===== src/rtl/usb_tx_scheduler.sv =====
// usb_tx_scheduler: arbitrates handshake and data packets onto the full-speed
// packet encoder, owns the encoder's reset/pid/byte/last_byte interface,
// tracks per-endpoint DATA0/DATA1 toggles and enforces the inter-packet gap.
module usb_tx_scheduler #(
   parameter int unsigned NUM_EP     = 4,
   parameter int unsigned EP_W       = 2,
   parameter int unsigned MAX_LEN    = 64,
   parameter int unsigned LEN_W      = 7,
   parameter int unsigned IPG_CYCLES = 16
) (
   input  logic             clk48,
   input  logic             reset,
   input  logic             hs_req,
   input  logic [1:0]       hs_code,
   output logic             hs_grant,
   input  logic             data_req,
   input  logic [EP_W-1:0]  data_ep,
   input  logic [LEN_W-1:0] data_len,
   output logic             data_grant,
   output logic [LEN_W-1:0] rd_addr,
   input  logic [7:0]       rd_data,
   input  logic             host_ack,
   input  logic [EP_W-1:0]  host_ack_ep,
   input  logic             toggle_clr,
   input  logic [EP_W-1:0]  toggle_clr_ep,
   output logic             enc_reset,
   output logic [3:0]       enc_pid,
   output logic [7:0]       enc_byte,
   output logic             enc_last_byte,
   input  logic             enc_byte_ack,
   input  logic             enc_done,
   output logic             tx_busy,
   output logic             tx_done
);

   // Gap counter is loaded with IPG_CYCLES-1 and leaves GAP as it reaches zero.
   localparam int unsigned GAP_W = (IPG_CYCLES > 2) ? $clog2(IPG_CYCLES) : 1;

   localparam logic [3:0] PID_ACK   = 4'b0010;
   localparam logic [3:0] PID_NAK   = 4'b1010;
   localparam logic [3:0] PID_STALL = 4'b1110;
   localparam logic [3:0] PID_DATA0 = 4'b0011;
   localparam logic [3:0] PID_DATA1 = 4'b1011;

   typedef enum logic [1:0] {
      IDLE = 2'd0,
      GAP  = 2'd1,
      LOAD = 2'd2,
      SEND = 2'd3
   } state_t;

   state_t             state;
   state_t             state_nxt;
   logic               enc_reset_nxt;
   logic [3:0]         pid_nxt;
   logic [LEN_W-1:0]   pkt_len;
   logic [LEN_W-1:0]   len_nxt;
   logic [LEN_W-1:0]   idx;
   logic [LEN_W-1:0]   idx_nxt;
   logic [GAP_W-1:0]   gap_cnt;
   logic [GAP_W-1:0]   gap_nxt;
   logic               busy_nxt;
   logic               done_nxt;

   logic [NUM_EP-1:0]  toggle;
   logic [NUM_EP-1:0]  toggle_nxt;

   logic [3:0]         hs_pid;
   logic [3:0]         data_pid;
   logic [LEN_W-1:0]   data_len_clamped;
   logic               data_tog;

   // Encoder byte path: payload comes straight from the buffer, index is the read address.
   assign enc_byte      = rd_data;
   assign rd_addr       = idx;
   assign enc_last_byte = ((state == LOAD) || (state == SEND)) && (idx == pkt_len);

   // Request decode: handshake PID, clamped data length, current toggle of data_ep.
   always_comb begin
      hs_pid = PID_STALL;
      if (hs_code == 2'd0) begin
         hs_pid = PID_ACK;
      end else if (hs_code == 2'd1) begin
         hs_pid = PID_NAK;
      end

      data_len_clamped = (data_len > LEN_W'(MAX_LEN)) ? LEN_W'(MAX_LEN) : data_len;

      data_tog = 1'b0;
      for (int unsigned e = 0; e < NUM_EP; e++) begin
         if (data_ep == EP_W'(e)) begin
            data_tog = toggle[e];
         end
      end
      data_pid = data_tog ? PID_DATA1 : PID_DATA0;
   end

   // Packet sequencer: next state, grants and next values of the encoder controls.
   always_comb begin
      state_nxt     = state;
      enc_reset_nxt = enc_reset;
      pid_nxt       = enc_pid;
      len_nxt       = pkt_len;
      idx_nxt       = idx;
      gap_nxt       = gap_cnt;
      busy_nxt      = tx_busy;
      done_nxt      = 1'b0;
      hs_grant      = 1'b0;
      data_grant    = 1'b0;

      case (state)
         IDLE: begin
            // Handshake wins; a concurrent data request simply stays pending.
            if (!reset && (hs_req || data_req)) begin
               hs_grant   = hs_req;
               data_grant = !hs_req;
               pid_nxt    = hs_req ? hs_pid : data_pid;
               len_nxt    = hs_req ? LEN_W'(0) : data_len_clamped;
               idx_nxt    = LEN_W'(0);
               busy_nxt   = 1'b1;
               state_nxt  = LOAD;
            end
         end
         GAP: begin
            if (gap_cnt <= GAP_W'(1)) begin
               gap_nxt   = GAP_W'(0);
               state_nxt = IDLE;
            end else begin
               gap_nxt = gap_cnt - GAP_W'(1);
            end
         end
         LOAD: begin
            // Byte 0 is valid in the buffer by now; release the encoder.
            enc_reset_nxt = 1'b0;
            state_nxt     = SEND;
         end
         SEND: begin
            if (enc_done) begin
               enc_reset_nxt = 1'b1;
               busy_nxt      = 1'b0;
               done_nxt      = 1'b1;
               gap_nxt       = GAP_W'(IPG_CYCLES - 1);
               state_nxt     = GAP;
            end else if (enc_byte_ack && (idx != pkt_len)) begin
               idx_nxt = idx + LEN_W'(1);
            end
         end
         default: begin
            state_nxt = IDLE;
         end
      endcase
   end

   // Sequencer state and registered encoder controls.
   always_ff @(posedge clk48) begin
      if (reset) begin
         state     <= IDLE;
         enc_reset <= 1'b1;
         enc_pid   <= 4'd0;
         pkt_len   <= LEN_W'(0);
         idx       <= LEN_W'(0);
         gap_cnt   <= GAP_W'(0);
         tx_busy   <= 1'b0;
         tx_done   <= 1'b0;
      end else begin
         state     <= state_nxt;
         enc_reset <= enc_reset_nxt;
         enc_pid   <= pid_nxt;
         pkt_len   <= len_nxt;
         idx       <= idx_nxt;
         gap_cnt   <= gap_nxt;
         tx_busy   <= busy_nxt;
         tx_done   <= done_nxt;
      end
   end

   // Toggle update: clear beats flip on the same endpoint; out-of-range endpoints never match.
   always_comb begin
      toggle_nxt = toggle;
      for (int unsigned e = 0; e < NUM_EP; e++) begin
         if (toggle_clr && (toggle_clr_ep == EP_W'(e))) begin
            toggle_nxt[e] = 1'b0;
         end else if (host_ack && (host_ack_ep == EP_W'(e))) begin
            toggle_nxt[e] = ~toggle[e];
         end
      end
   end

   // Per-endpoint data toggle state, DATA0 after reset.
   always_ff @(posedge clk48) begin
      if (reset) begin
         toggle <= '0;
      end else begin
         toggle <= toggle_nxt;
      end
   end

endmodule


===== config.mk =====
export PLATFORM = sky130hd
export DESIGN_NAME = usb_tx_scheduler
export DESIGN_NICKNAME = d
export VERILOG_FILES = /design/src/rtl/usb_tx_scheduler.sv
export SDC_FILE = /design/constraint.sdc
export NUM_CORES = 1
export LEC_CHECK = 0
export BUFFER_PORTS_ARGS = -buffer_cell sky130_fd_sc_hd__buf_2
export CORE_MARGIN = 10
export CORE_UTILIZATION = 48
export DETAILED_ROUTE_END_ITERATION = 12
export PLACE_DENSITY = 0.79
export REMOVE_ABC_BUFFERS = 1
export SETUP_SLACK_MARGIN = 0.05
export SLEW_MARGIN = 20
export SYNTH_ARGS = -nofsm -noshare
export SYNTH_HDL_FRONTEND = slang
export SYNTH_SLANG_ARGS = --single-unit

===== constraint.sdc =====
create_clock -name clk48 -period 1.7 [get_ports clk48]
set_input_delay 0.17 -clock clk48 [delete_from_list [all_inputs] [get_ports clk48]]
set_output_delay 0.17 -clock clk48 [all_outputs]
set_load 0.005 [all_outputs]

# Word level (Yosys, flattened, before mapping)
# Index checks and enable logic that the tools add are counted.
[op_classes] n_addsub=2 order_cmp=2 n_eq_ne=20 mux=31 bitwise=5 n_reduce_logical=34
[op_table] cell="2-to-1 mux 7 bit" n=5
[op_table] cell="2-to-1 mux 4 bit" n=5
[op_table] cell="equality test 2 bit, second input constant" n=8
[op_table] cell="one-hot mux 7 bit (2 select lines)" n=1
[op_table] cell="2-to-1 mux 1 bit" n=12
[op_table] cell="logical AND 1 bit" n=11
[op_table] cell="equality test 2 x 1 -> 1 bit, second input constant" n=5
[op_table] cell="logical NOT 2 bit" n=5
[op_table] cell="OR reduction 2 bit" n=5
[op_table] cell="inequality test 2 bit, second input constant" n=4
[op_table] cell="one-hot mux 2 bit (4 select lines)" n=1
[op_table] cell="one-hot mux 4 bit (2 select lines)" n=1
[op_table] cell="adder 7 x 1 -> 7 bit, second input constant" n=1
[op_table] cell="equality test 7 bit" n=1
[op_table] cell="greater-than comparator 7 bit, second input constant" n=1
[op_table] cell="inequality test 7 bit" n=1
[op_table] cell="2-to-1 mux 2 bit" n=3
[op_table] cell="AND reduction 2 bit" n=3
[op_table] cell="AND reduction 3 bit" n=2
[op_table] cell="nonzero test 2 bit" n=3
[op_table] cell="inverter 1 bit" n=5
[op_table] cell="less-or-equal comparator 4 x 1 -> 1 bit, second input constant" n=1
[op_table] cell="one-hot mux 1 bit (2 select lines)" n=2
[op_table] cell="AND reduction 4 bit" n=1
[op_table] cell="other kinds (5)" n=7
[totals] regBits=31 inputBits=31 out_inout_bits=25 wordCells=106

# Depth between registers and ports, before layout
# Gate-level depths: netlist (run 1).
[depth] ltp_word=7 depth_mapped=7 depth_no_buf=7

# Least setup slack after synthesis (run 1)
# No wires, ideal clock.
[synth_path] kind="flip-flop to flip-flop" from="reg state[0]" to="reg pkt_len[0]" setup_time_ns=0.059 arrival_ns=1.433 t_required_ns=1.641 setup_slack_ns=0.207 path_stages_with_launch=6 n_path_buf=2 period_less_slack_ns=1.493 path_cell_list="dfxtp_1 -> buf_2 -> or4_1 -> buf_2 -> nor3_4 -> a22o_1"
[synth_via] elab_chain_len=2
[synth_rtl] item="start: declaration" line_no="52" rtl="state_t state;"
[synth_rtl] item="start signal: assignment" line_no="166" rtl="state <= state_nxt;"
[synth_rtl] item="logical NOT 2 bit" line_no="111" rtl="case (state)"
[synth_rtl] item="AND reduction 2 bit (no line)"
[synth_rtl] item="end signal: assignment" line_no="169" rtl="pkt_len <= len_nxt;"
[synth_rtl] item="end: declaration" line_no="56" rtl="logic [LEN_W-1:0] pkt_len;"
# Every way passes these cells.
# A chain may end at the register's enable or synchronous reset.

# Final worst setup path (run 1)
[layout_path] from="reg state[0]" to="out data_grant"
[layout_via] elab_chain_len=2
[layout_rtl] item="logical NOT 2 bit" line_no="111"
[layout_rtl] item="2-to-1 mux 1 bit" line_no="111"
[layout_rtl] item="end: declaration" line_no="19" rtl="output logic data_grant,"
# Every way passes these cells.

==> Implementation_results.wiki, run 1 <==
{| class="wikitable"
! Metric !! Value
|-
| Total count of max-transition violations in the final report || 0
|-
| Total wirelength of the detailed-routed design || 3617 um
|-
| Number of design-rule violations left by the first detailed-router iteration || 87
|-
| Tot GR Track Use || 0.1292
|-
| Type of element launching the critical path || flip-flop
|-
| Count of max-cap constraint violations || 0
|-
| Core area || 3003 sq um
|-
| Clock-pin slew on the worst setup and hold paths || 0.09 ns
|-
| Critical Path Start || state[0]
|-
| Critical path's slowest cell || sky130_fd_sc_hd__or4_4
|-
| Area enclosed by the die boundary || 5673 sq um
|-
| Max H-tree Level || 2
|-
| Syn Area/Cell || 8.744 sq um
|-
| Reg-to-reg endpoint || gap_cnt[3]
|-
| Root buffer selected by CTS || sky130_fd_sc_hd__clkbuf_4
|-
| Final critical-path share of the clock period || 0.9543
|-
| Standard-cell rows || 20
|-
| DPL Wire Length || approximately 2600 um
|-
| Top cells by area, synth || sky130_fd_sc_hd__dfxtp_1, sky130_fd_sc_hd__a21oi_1, sky130_fd_sc_hd__xnor2_1
|-
| Die outline height || 75.32 um
|-
| DRT Pass-1 Iters || 4
|-
| FF+latch count, synth || 31
|-
| Number of placed instances, taps included || between 200 and 250
|-
| Maximum number of pins on one net before global-route repair || 19
|-
| Endpoint kind of the worst setup timing path || output port
|-
| Area share of the leading cell type in the synthesized netlist || 0.4225
|-
| Worst rel slew slack || 0.7064
|-
| Worst hold margin || a little over 0.04 ns
|-
| Setup Crit Path Kind || reg2out
|-
| # clock sinks || 31
|-
| Detailed-route DRC error count || 0
|-
| Count of endpoints failing setup in the final report || 0
|-
| I/O pin cnt || 56
|-
| Shortest clock period the worst path allows after layout || 1.622 ns
|-
| Worst-case vdd ir drop || 0.5771 mV
|-
| Delay contributed by the slowest stage of the critical path || between 0.5 and 0.6 ns
|-
| # diodes || 0
|-
| Global route total overflow || 0
|-
| Hold path endpoint || pkt_len[1]
|-
| Number of buffer and inverter instances along the worst setup path || 1
|-
| Nets@finish || 244
|-
| Port Buffer Count || 39
|-
| Cell Chain, Critical Path || or4_4 > nor2_4 > buf_2
|-
| Clock buffers created by TritonCTS || 5
|-
| Count of flip-flops with a built-in enable after synthesis || 0
|-
| Vias in the first global route || 1,345
|-
| Maximum clock skew at final layout || 0.01066 ns
|-
| Cell taking the most area after synthesis || sky130_fd_sc_hd__dfxtp_1
|-
| TritonCTS clock tree || yes
|-
| Startpoint of the lowest-slack register-to-register path || state[0]
|-
| Slew of the pin with the lowest slew margin || roughly 0.44 ns
|-
| Via-to-Cell Ratio || 5.539
|-
| Unrepaired setup endpoints after global routing || yes
|-
| Netlist cell types || 34
|-
| Clk buf depth || 2
|-
| Total count of hold-check failures in the final report || 0
|-
| Kind of cell adding the most delay to the critical path || simple AND/OR/NAND/NOR gates
|-
| Total standard cell area after synthesis || about 1500 sq um
|-
| Total of fill cells in the finished design || 288
|-
| Total vias in the final route || approximately 1,300
|-
| Critical Path AT || 1.45 ns
|-
| Number of antenna violations at the first check in global routing || 0
|-
| CP max FO || 4
|-
| Ratio of total power to cell area || 824.3 nW/um^2
|-
| Achievable clock frequency || roughly 600 MHz
|-
| Weighted congestion reported at the end of routability-driven placement || 0.7922
|-
| Leakage power || 0.7695 nW
|-
| Beginning of the worst hold path || data_len[1]
|-
| Total chip power || 0.001465 W
|-
| Area delta synth->final || 20.95%
|-
| Worst EP required || 1.53 ns
|-
| Class of the worst hold path || in2reg
|-
| Depth of the worst register-to-register path || 6
|-
| Reg-to-reg slack, setup || 0.18 ns
|-
| Summed negative setup slack over all endpoints || 0 ns
|-
| Layout cells sized above 1 || 0.3333
|-
| Final non-filler cell total || 243
|-
| Warning count from the yosys run || 0
|-
| Latest clock arrival within the worst-skew pair || 0.33 ns
|-
| Post-Syn Instances || 168
|-
| Status || complete, no violations
|-
| Initial Utilization || 0.4892
|-
| Area of the multi-input gates || 747.0 sq um
|-
| First-pass GRT wire length || 5747 um
|-
| Total area of sequential cells || 628.1 sq um
|-
| Async set-or-reset flop fraction in the synthesized netlist || 0
|-
| Hold path cells || 2
|-
| Antenna violation net count after detailed routing || 0
|-
| Chip width || roughly 75 um
|-
| Part of the Yosys area used for sequential elements || 0.4225
|-
| Mean routed wirelength per cell || between 10 and 15 um
|-
| Commonest register cell after synthesis || sky130_fd_sc_hd__dfxtp_1
|}
==> logic make-up after synthesis <==
family	count (synthesis)	share of synthesized area
buffers and inverters	23	0.08263
muxes	1	0.01533
AOI/OAI and AO/OA	40	0.1652
xor gates and xnor gates	12	0.07156
DFF	31	0.4225
and+or+nand+nor	58	0.2172
adders and majority gates	3	0.02556
==> cell usage after synthesis, types with 2 or more instances <==
cell / instances
sky130_fd_sc_hd__a21o_1: 2
sky130_fd_sc_hd__a21oi_1: 20
sky130_fd_sc_hd__a22o_1: 6
sky130_fd_sc_hd__a311oi_1: 3
sky130_fd_sc_hd__and2_1: 2
sky130_fd_sc_hd__buf_2: 4
sky130_fd_sc_hd__buf_4: 8
sky130_fd_sc_hd__clkbuf_1: 2
sky130_fd_sc_hd__dfxtp_1: 31
sky130_fd_sc_hd__ha_1: 3
sky130_fd_sc_hd__inv_1: 9
sky130_fd_sc_hd__nand2_1: 6
sky130_fd_sc_hd__nand3_1: 9
sky130_fd_sc_hd__nand4_1: 2
sky130_fd_sc_hd__nor2_1: 15
sky130_fd_sc_hd__nor3_1: 5
sky130_fd_sc_hd__nor3b_1: 3
sky130_fd_sc_hd__o21ai_0: 7
sky130_fd_sc_hd__or3_1: 5
sky130_fd_sc_hd__or4_1: 2
sky130_fd_sc_hd__xnor2_1: 9
sky130_fd_sc_hd__xor2_1: 3
==> final cells by class <==
type	instances	share of cell area
clock buffers	6	0.02887
clock inverters	1	0.002817
inverters	9	0.01901
multi-input cells	114	0.4204
flip-flops and latches	31	0.3535
well taps	33	0.02324
repair buffers	49	0.1521
==> worst max-delay path by stage <==
stage                      end  slack (ns)  cells past startpoint
global route        gap_cnt[3]        0.03                      6
detailed placement  pkt_len[3]        0.13                      3
CTS                 data_grant        0.04                      3
floorplan           pkt_len[0]        0.21                      3
finish              data_grant        0.08                      3
global placement    data_grant        0.16                      3
==> through the flow <==
stage | utilization | worst slack (ns) | area (sq um)
after CTS | 0.5804 | 0.04434 | 1743
after global routing | 0.5917 | 0.02543 | 1777
after global placement | 0.5538 | 0.1632 | 1663
final | 0.5917 | 0.07774 | 1777
after floorplan | - | 0.2121 | 1381
after detailed placement | 0.5538 | 0.1267 | 1663
==> cell usage in the layout, fill, tap and decap left out, types with 2 or more instances in the layout <==
cell type,count
sky130_fd_sc_hd__a21oi_1,20
sky130_fd_sc_hd__a22o_1,6
sky130_fd_sc_hd__a311oi_1,3
sky130_fd_sc_hd__or3_1,5
sky130_fd_sc_hd__and2_1,2
sky130_fd_sc_hd__inv_1,9
sky130_fd_sc_hd__ha_1,3
sky130_fd_sc_hd__clkbuf_4,5
sky130_fd_sc_hd__nor3b_1,3
sky130_fd_sc_hd__buf_4,10
sky130_fd_sc_hd__o21ai_0,7
sky130_fd_sc_hd__buf_2,39
sky130_fd_sc_hd__xor2_1,3
sky130_fd_sc_hd__nor2_2,2
sky130_fd_sc_hd__nand2_1,6
sky130_fd_sc_hd__dfxtp_1,27
sky130_fd_sc_hd__nor2_1,13
sky130_fd_sc_hd__nand3_1,9
sky130_fd_sc_hd__a21o_1,2
sky130_fd_sc_hd__nor3_1,5
sky130_fd_sc_hd__nand4_1,2
sky130_fd_sc_hd__xnor2_1,9
sky130_fd_sc_hd__dfxtp_2,3
sky130_fd_sc_hd__nor4_2,2
==> per-layer routing <==
metal | global-route usage | vias up | share of wire
li1 | - | 667 | -
met3 | 0.07161 | 7 | 0.099
met5 | 0 | - | 0
met1 | 0.1427 | 614 | 0.43
met4 | 0.04124 | 0 | 0.014
met2 | 0.2068 | 58 | 0.46
==> report_power, final <==
group	switching (W)	leakage, nW	internal (W)
combinational	0.000126	0.481	0.000114
sequential	0.0000268	0.254	0.000763
clock	0.000243	0.0341	0.000191
==> state kept, by name, indices dropped and copies added, names as in the netlist <==
signal	cells
state	2
pkt_len	7
tx_done	1
enc_reset	1
enc_pid	4
rd_addr	7
gap_cnt	4
tx_busy	1
toggle	4
==> what timing repair did <==
action,in CTS,in global routing
resized for setup,4,6
endpoints found under the setup margin,2,4
buffers inserted,2,2
pin swaps,1,1
hold buffers,0,0
Power figures use the tool's default switching activity.
==> inputs of run 2 (changes only) <==
--- a/config.mk
+++ b/config.mk
@@ -12,7 +12,6 @@
 export PLACE_DENSITY = 0.79
 export REMOVE_ABC_BUFFERS = 1
 export SETUP_SLACK_MARGIN = 0.05
-export SLEW_MARGIN = 20
 export SYNTH_ARGS = -nofsm -noshare
 export SYNTH_HDL_FRONTEND = slang
 export SYNTH_SLANG_ARGS = --single-unit
==> constraint.sdc (replaced) <==
create_clock -name clk48 -period 1.7 [get_ports clk48]
set_input_delay 0.255 -clock clk48 [delete_from_list [all_inputs] [get_ports clk48]]
set_output_delay 0.255 -clock clk48 [all_outputs]
set_load 0.005 [all_outputs]
==> Implementation_results.wiki, run 2 (same netlist as run 1, synthesis figures left out) <==
{| class="wikitable"
! Metric !! Value
|-
| Status || complete, no violations (unchanged)
|-
| Class of the worst hold path || in2reg (unchanged)
|-
| Count of max-cap constraint violations || 0 (unchanged)
|-
| Startpoint of the lowest-slack register-to-register path || state[0] (unchanged)
|-
| CP max FO || 4 (unchanged)
|-
| Latest clock arrival within the worst-skew pair || 0.33 ns (about the same)
|-
| Total of fill cells in the finished design || 296 (was 288)
|-
| Endpoint kind of the worst setup timing path || output port (unchanged)
|-
| Area enclosed by the die boundary || 5673 sq um (unchanged)
|-
| Clock buffers created by TritonCTS || 5 (unchanged)
|-
| Critical Path Start || state[0] (unchanged)
|-
| Maximum clock skew at final layout || 0.003667 ns (was 0.01066 ns)
|-
| Standard-cell rows || 20 (unchanged)
|-
| Tot GR Track Use || 0.1299 (was 0.1292)
|-
| Area delta synth->final || 25.04% (was 20.95%)
|-
| Count of endpoints failing setup in the final report || 0 (unchanged)
|-
| Core area || 3003 sq um (unchanged)
|-
| Slew of the pin with the lowest slew margin || 0.4383 ns (was 0.4388 ns)
|-
| # clock sinks || 31 (unchanged)
|-
| DRT Pass-1 Iters || 4 (unchanged)
|-
| DPL Wire Length || 2692 um (was 2639 um)
|-
| Die outline height || 75.32 um (unchanged)
|-
| Achievable clock frequency || 589.0 MHz (was 616.4 MHz)
|-
| Global route total overflow || 0 (unchanged)
|-
| Pre-CTS setup slack || 0.1076 ns (was 0.1267 ns)
|-
| Setup slack after layout || 0.002196 ns (was 0.07774 ns)
|-
| Number of antenna violations at the first check in global routing || 0 (unchanged)
|-
| End-of-flow core utilization || 0.6117 (was 0.5917)
|-
| Layout cells sized above 1 || 0.3774 (was 0.3333)
|-
| Most common cell after layout, fill and taps aside || sky130_fd_sc_hd__buf_2 (unchanged)
|-
| Worst EP required || 1.44 ns (was 1.53 ns)
|-
| Clock-pin slew on the worst setup and hold paths || 0.09 ns (about the same)
|-
| Port Buffer Count || 39 (unchanged)
|-
| Worst rel slew slack || 0.7067 (was 0.7064)
|-
| Unrepaired setup endpoints after global routing || yes (unchanged)
|-
| First-pass GRT wire length || 5761 um (was 5747 um)
|-
| TritonCTS clock tree || yes (unchanged)
|-
| Detailed-route DRC error count || 0 (unchanged)
|-
| Number of design-rule violations left by the first detailed-router iteration || 68 (was 87)
|-
| Max H-tree Level || 2 (unchanged)
|-
| I/O pin cnt || 56 (unchanged)
|-
| Shortest clock period the worst path allows after layout || 1.698 ns (was 1.622 ns)
|-
| Clk buf depth || 2 (unchanged)
|-
| Mean routed wirelength per cell || 13.93 um (was 14.88 um)
|-
| Critical Path AT || 1.44 ns (was 1.45 ns)
|-
| Worst-case vdd ir drop || 0.5841 mV (was 0.5771 mV)
|-
| Total count of max-transition violations in the final report || 0 (unchanged)
|-
| Maximum number of pins on one net before global-route repair || 19 (unchanged)
|-
| Vias in the first global route || 1,344 (was 1,345)
|-
| Initial Utilization || 0.4892 (unchanged)
|-
| Beginning of the worst hold path || data_len[4] (was data_len[1])
|-
| # diodes || 0 (unchanged)
|-
| Final critical-path share of the clock period || 0.9987 (was 0.9543)
|-
| Total vias in the final route || 1,335 (was 1,346)
|-
| Antenna violation net count after detailed routing || 0 (unchanged)
|-
| Total chip power || 0.001511 W (was 0.001465 W)
|-
| Weighted congestion reported at the end of routability-driven placement || 0.8166 (was 0.7922)
|-
| Ratio of total power to cell area || 822.9 nW/um^2 (was 824.3 nW/um^2)
|-
| Leakage power || 0.7856 nW (was 0.7695 nW)
|-
| Total count of hold-check failures in the final report || 0 (unchanged)
|-
| Nets@finish || 245 (was 244)
|-
| Type of element launching the critical path || flip-flop (unchanged)
|-
| Setup Crit Path Kind || reg2out (unchanged)
|-
| Leading cell types in the layout, fill and taps excluded || sky130_fd_sc_hd__buf_2, sky130_fd_sc_hd__dfxtp_1, sky130_fd_sc_hd__a21oi_1 (unchanged)
|-
| Total wirelength of the detailed-routed design || 3414 um (was 3617 um)
|-
| CTS Hold Buffers Added || 0 (unchanged)
|-
| Worst hold margin || 0.1325 ns (was 0.04061 ns)
|-
| Root buffer selected by CTS || sky130_fd_sc_hd__clkbuf_4 (unchanged)
|-
| Chip width || 75.32 um (unchanged)
|-
| Via-to-Cell Ratio || 5.449 (was 5.539)
|}
[run 2: changes by cell type in the layout (fill, tap and decap cells not counted), sizes merged]
| cell | change |
|---|---|
| clkbuf | +2 |
| clkinv | -1 |
| buf | +1 |
[run 2: final timing paths]
check	endpoint	slack, ns	depth (start not counted)
max	data_grant	0.002	3
min	pkt_len[4]	0.13	2
max reg2reg	pkt_len[2]	0.06	5
min reg2reg	enc_pid[0]	0.46	1
[run 2: layout make-up]
class,count,area (sq um),share of cell area
inverter,9,33.78,0.01839
tap,33,41.29,0.02248
multi-input combinational,114,780.7,0.4251
clock buffer,8,68.82,0.03747
sequential,31,634.4,0.3454
timing repair buffer,50,277.8,0.1512
[run 2: per-layer routing]
| layer | wire, um | up-vias | global-route usage |
|---|---|---|---|
| li1 | - | 674 | - |
| met1 | 1488 | 603 | 0.1508 |
| met2 | 1527 | 53 | 0.2030 |
| met3 | 360 | 5 | 0.06901 |
| met4 | 37 | 0 | 0.03711 |
| met5 | 0 | - | 0 |
[run 2: worst max-delay path: stages (launching register included)]
cell	delay, ns
sky130_fd_sc_hd__dfxtp_2	0.33
sky130_fd_sc_hd__or4_4	0.56
sky130_fd_sc_hd__nor2_4	0.11
sky130_fd_sc_hd__buf_2	0.12
[run 2: what timing repair did]
item	CTS	global route
setup buffers	2	0
resized for setup	5	16
pin swaps	1	8
setup endpoints to repair	3	12
[run 2: through the flow]
| step | cells | instance area, sq um | setup TNS [ns] |
|---|---|---|---|
| after floorplan | 154 | 1381 | 0 |
| after global placement | 235 | 1685 | 0 |
| after detailed placement | 235 | 1685 | 0 |
| after CTS | 245 | 1784 | -0.03100 |
| after global routing | 245 | 1837 | -0.1878 |
| final | 245 | 1837 | 0 |
[run 2: power breakdown]
group	total, W	internal (W)	switching (W)
Clock	0.000483	0.000243	0.000240
Combinational	0.000244	0.000118	0.000126
Sequential	0.000785	0.000760	0.0000248
==> inputs of run 3 (changes only) <==
--- a/config.mk
+++ b/config.mk
@@ -5,9 +5,10 @@
 export SDC_FILE = /design/constraint.sdc
 export NUM_CORES = 1
 export LEC_CHECK = 0
+export ABC_AREA = 1
 export BUFFER_PORTS_ARGS = -buffer_cell sky130_fd_sc_hd__buf_2
 export CORE_MARGIN = 10
-export CORE_UTILIZATION = 48
+export CORE_UTILIZATION = 50
 export DETAILED_ROUTE_END_ITERATION = 12
 export PLACE_DENSITY = 0.79
 export REMOVE_ABC_BUFFERS = 1
==> Implementation_results.wiki, run 3 <==
{| class="wikitable"
! Metric !! Value
|-
| Maximum number of pins on one net before global-route repair || 15 (was 19)
|-
| # diodes || 0 (unchanged)
|-
| Via-to-Cell Ratio || 5.022 (was 5.449)
|-
| Worst rel slew slack || 0.7227 (was 0.7067)
|-
| Final non-filler cell total || 324 (was 245)
|-
| Area delta synth->final || 19.34% (was 25.04%)
|-
| Post-Syn Instances || 239 (was 168)
|-
| CP max FO || 5 (was 4)
|-
| Number of placed instances, taps included || 313 (was 235)
|-
| Total wirelength of the detailed-routed design || 4047 um (was 3414 um)
|-
| Cell repeated most along the worst path || sky130_fd_sc_hd__nand2_1
|-
| Reg-to-reg endpoint || pkt_len[0] (was pkt_len[2])
|-
| Shortest clock period the worst path allows after layout || 1.600 ns (was 1.698 ns)
|-
| Tot GR Track Use || 0.1332 (was 0.1299)
|-
| Initial Utilization || 0.5339 (was 0.4892)
|-
| Detailed-route DRC error count || 0 (unchanged)
|-
| Core area || 3103 sq um (was 3003 sq um)
|-
| Syn Area/Cell || 6.931 sq um (was 8.744 sq um)
|-
| Async set-or-reset flop fraction in the synthesized netlist || 0 (unchanged)
|-
| Final critical-path share of the clock period || 0.9414 (was 0.9987)
|-
| Total standard cell area after synthesis || 1657 sq um (was 1469 sq um)
|-
| Clock buffers created by TritonCTS || 5 (unchanged)
|-
| I/O pin cnt || 56 (unchanged)
|-
| Max H-tree Level || 2 (unchanged)
|-
| Commonest register cell after synthesis || sky130_fd_sc_hd__dfxtp_1 (unchanged)
|-
| Die outline height || 77.56 um (was 75.32 um)
|-
| DPL Wire Length || 3053 um (was 2692 um)
|-
| Routed met3 length || 317 um (was 360 um)
|-
| Layout cells sized above 1 || 0.2571 (was 0.3774)
|-
| Area share of the leading cell type in the synthesized netlist || 0.3746 (was 0.4225)
|-
| Maximum clock skew at final layout || 0.006511 ns (was 0.003667 ns)
|-
| Worst EP required || 1.44 ns (about the same)
|-
| CTS Hold Buffers Added || 0 (unchanged)
|-
| Chip width || 77.56 um (was 75.32 um)
|-
| Total count of hold-check failures in the final report || 0 (unchanged)
|-
| Wl on met1 || 1764 um (was 1488 um)
|-
| Most common cell after layout, fill and taps aside || sky130_fd_sc_hd__nand2_1 (was sky130_fd_sc_hd__buf_2)
|-
| Leading cell types in the layout, fill and taps excluded || sky130_fd_sc_hd__nand2_1, sky130_fd_sc_hd__buf_2, sky130_fd_sc_hd__inv_1 (was sky130_fd_sc_hd__buf_2, sky130_fd_sc_hd__dfxtp_1, sky130_fd_sc_hd__a21oi_1)
|-
| Post-Layout Inst Area || 1977 sq um (was 1837 sq um)
|-
| Nets@finish || 313 (was 245)
|-
| Total count of max-transition violations in the final report || 0 (unchanged)
|-
| Clock-pin slew on the worst setup and hold paths || 0.10 ns (was 0.09 ns)
|-
| Beginning of the worst hold path || hs_code[1] (was data_len[4])
|-
| Depth of the worst register-to-register path || 7 (was 5)
|-
| First-pass GRT wire length || 6734 um (was 5761 um)
|-
| Type of element launching the critical path || flip-flop (unchanged)
|-
| Critical path's slowest cell || sky130_fd_sc_hd__dfxtp_4 (was sky130_fd_sc_hd__or4_4)
|-
| Startpoint of the lowest-slack register-to-register path || state[0] (unchanged)
|-
| Status || complete, no violations (unchanged)
|-
| Ratio of total power to cell area || 811.9 nW/um^2 (was 822.9 nW/um^2)
|-
| Part of the Yosys area used for sequential elements || 0.3746 (was 0.4225)
|-
| Hold path cells || 2 (unchanged)
|-
| Vias in the first global route || 1,586 (was 1,344)
|-
| Number of design-rule violations left by the first detailed-router iteration || 82 (was 68)
|-
| Count of max-cap constraint violations || 0 (unchanged)
|-
| Uppermost metal layer occupied by signal nets || met4 (unchanged)
|-
| Commonest cells in the synthesized netlist || sky130_fd_sc_hd__nand2_1, sky130_fd_sc_hd__inv_1, sky130_fd_sc_hd__dfxtp_1 (was sky130_fd_sc_hd__dfxtp_1, sky130_fd_sc_hd__a21oi_1, sky130_fd_sc_hd__nor2_1)
|-
| Root buffer selected by CTS || sky130_fd_sc_hd__clkbuf_4 (unchanged)
|-
| Count of flip-flops with a built-in enable after synthesis || 0 (unchanged)
|-
| Leakage power || 0.9268 nW (was 0.7856 nW)
|-
| Cell Chain, Critical Path || inv_1 > nand2_1 > nand2_1 > nor2_1 > nand2_1 > nor3_2 > buf_2 (was or4_4 > nor2_4 > buf_2)
|-
| Unrepaired setup endpoints after global routing || yes (unchanged)
|-
| TritonCTS clock tree || yes (unchanged)
|-
| Worst-case vdd ir drop || 0.5990 mV (was 0.5841 mV)
|-
| Netlist cell types || 32 (was 34)
|-
| Worst hold margin || 0.1561 ns (was 0.1325 ns)
|-
| Area enclosed by the die boundary || 6016 sq um (was 5673 sq um)
|-
| Number of antenna violations at the first check in global routing || 0 (unchanged)
|-
| Hold path endpoint || enc_pid[2] (was pkt_len[4])
|-
| FF+latch count, synth || 31 (unchanged)
|-
| Mean routed wirelength per cell || 12.49 um (was 13.93 um)
|-
| Global route total overflow || 0 (unchanged)
|-
| Top cells by area, synth || sky130_fd_sc_hd__dfxtp_1, sky130_fd_sc_hd__nand2_1, sky130_fd_sc_hd__inv_1 (was sky130_fd_sc_hd__dfxtp_1, sky130_fd_sc_hd__a21oi_1, sky130_fd_sc_hd__xnor2_1)
|-
| Total chip power || 0.001605 W (was 0.001511 W)
|-
| Cell taking the most area after synthesis || sky130_fd_sc_hd__dfxtp_1 (unchanged)
|-
| Reg-to-reg slack, setup || 0.28 ns (was 0.06 ns)
|-
| Weighted congestion reported at the end of routability-driven placement || 0.8559 (was 0.8166)
|-
| Critical Path AT || 1.35 ns (was 1.44 ns)
|-
| Class of the worst hold path || in2reg (unchanged)
|-
| Port Buffer Count || 39 (unchanged)
|-
| Delay contributed by the slowest stage of the critical path || 0.38 ns (was 0.56 ns)
|-
| Achievable clock frequency || 624.8 MHz (was 589.0 MHz)
|-
| DRT Pass-1 Iters || 4 (unchanged)
|-
| Antenna violation net count after detailed routing || 0 (unchanged)
|-
| Met2 wire length || 1921 um (was 1527 um)
|-
| Endpoint kind of the worst setup timing path || output port (unchanged)
|-
| Latest clock arrival within the worst-skew pair || 0.33 ns (about the same)
|-
| Setup Crit Path Kind || reg2out (unchanged)
|-
| Count of endpoints failing setup in the final report || 0 (unchanged)
|-
| Clk buf depth || 2 (unchanged)
|-
| Standard-cell rows || 20 (unchanged)
|-
| Total vias in the final route || 1,627 (was 1,335)
|-
| Total of fill cells in the finished design || 296 (unchanged)
|-
| Warning count from the yosys run || 0 (unchanged)
|-
| Cell area after placement || 1852 sq um (was 1685 sq um)
|-
| Slew of the pin with the lowest slew margin || 0.4145 ns (was 0.4383 ns)
|-
| # clock sinks || 31 (unchanged)
|-
| Most repeated cell in the gate-level netlist after synthesis || sky130_fd_sc_hd__nand2_1 (was sky130_fd_sc_hd__dfxtp_1)
|}
## run 3: cell types whose count changed after synthesis, moves of 3 or more
cell | previous run | this run
sky130_fd_sc_hd__xnor2_1 | 9 | 3
sky130_fd_sc_hd__nor2_1 | 15 | 21
sky130_fd_sc_hd__nand3_1 | 9 | 22
sky130_fd_sc_hd__inv_1 | 9 | 37
sky130_fd_sc_hd__or3_1 | 5 | 0
sky130_fd_sc_hd__a311oi_1 | 3 | 0
sky130_fd_sc_hd__o21ai_0 | 7 | 15
sky130_fd_sc_hd__nand2_1 | 6 | 54
sky130_fd_sc_hd__a22o_1 | 6 | 0
sky130_fd_sc_hd__a21oi_1 | 20 | 13
## run 3: through the flow
step	utilization	setup TNS (ns)	worst slack [ns]
5_1_grt	0.6371	-0.008906	-0.008906
3_5_place_dp	0.5968	0	0.2049
2_1_floorplan	-	0	0.3688
4_1_cts	0.6270	0	0.03024
6_report	0.6371	0	0.09961
3_3_place_gp	0.5968	0	0.2237
## run 3: layer usage
| layer | global-route usage | up-vias |
|---|---|---|
| met3 | 0.06452 | 5 |
| met4 | 0.04380 | 0 |
| li1 | - | 848 |
| met2 | 0.2191 | 56 |
| met1 | 0.1477 | 718 |
| met5 | 0 | - |
## run 3: final cells by class
class | count | area, sq um | share of cell area
Multi-Input combinational cell | 158 | 830.8 | 0.4203
Inverter | 38 | 145.1 | 0.07342
Sequential cell | 31 | 636.9 | 0.3222
Timing Repair Buffer | 45 | 240.2 | 0.1215
Tap cell | 44 | 55.05 | 0.02785
Clock buffer | 8 | 68.82 | 0.03481
## run 3: critical path, delay by kind of cell (launching register included)
family	cells	cell delay [ns]
simple gates	5	0.44
flops	1	0.38
buf+inv	2	0.21
## run 3: timing repair
action	4_1_cts	5_1_grt
pin swaps	2	2
setup endpoints to repair	2	5
setup buffers	1	2
resized for setup	13	6
## run 3: kinds of logic (layout without fill, tap and decap cells)
| family | count (synthesis) | after routing | share of synthesized area |
|---|---|---|---|
| simple gates | 110 | 110 | 0.2938 |
| compound gates | 39 | 39 | 0.1443 |
| buf+inv | 50 | 91 | 0.1329 |
| flops | 31 | 31 | 0.3746 |
| fa+ha+maj | 3 | 3 | 0.02266 |
| xor+xnor | 6 | 6 | 0.03173 |
## run 3: how the worst max path moves through the flow
stage / start / slack, ns / endpoint / depth (start not counted)
6_report: rd_addr[4] / 0.1 / enc_last_byte / 7
5_1_grt: rd_addr[6] / -0.009 / enc_last_byte / 7
4_1_cts: rd_addr[4] / 0.03 / enc_last_byte / 7
3_5_place_dp: gap_cnt[0] / 0.20 / gap_cnt[3] / 7
3_3_place_gp: rd_addr[0] / 0.22 / rd_addr[6] / 8
2_1_floorplan: rd_addr[0] / 0.37 / rd_addr[6] / 8
## run 3: where the power goes
part	internal, W	switching [W]
Clock	0.000243	0.000245
Sequential	0.000772	0.0000320
Combinational	0.000125	0.000188
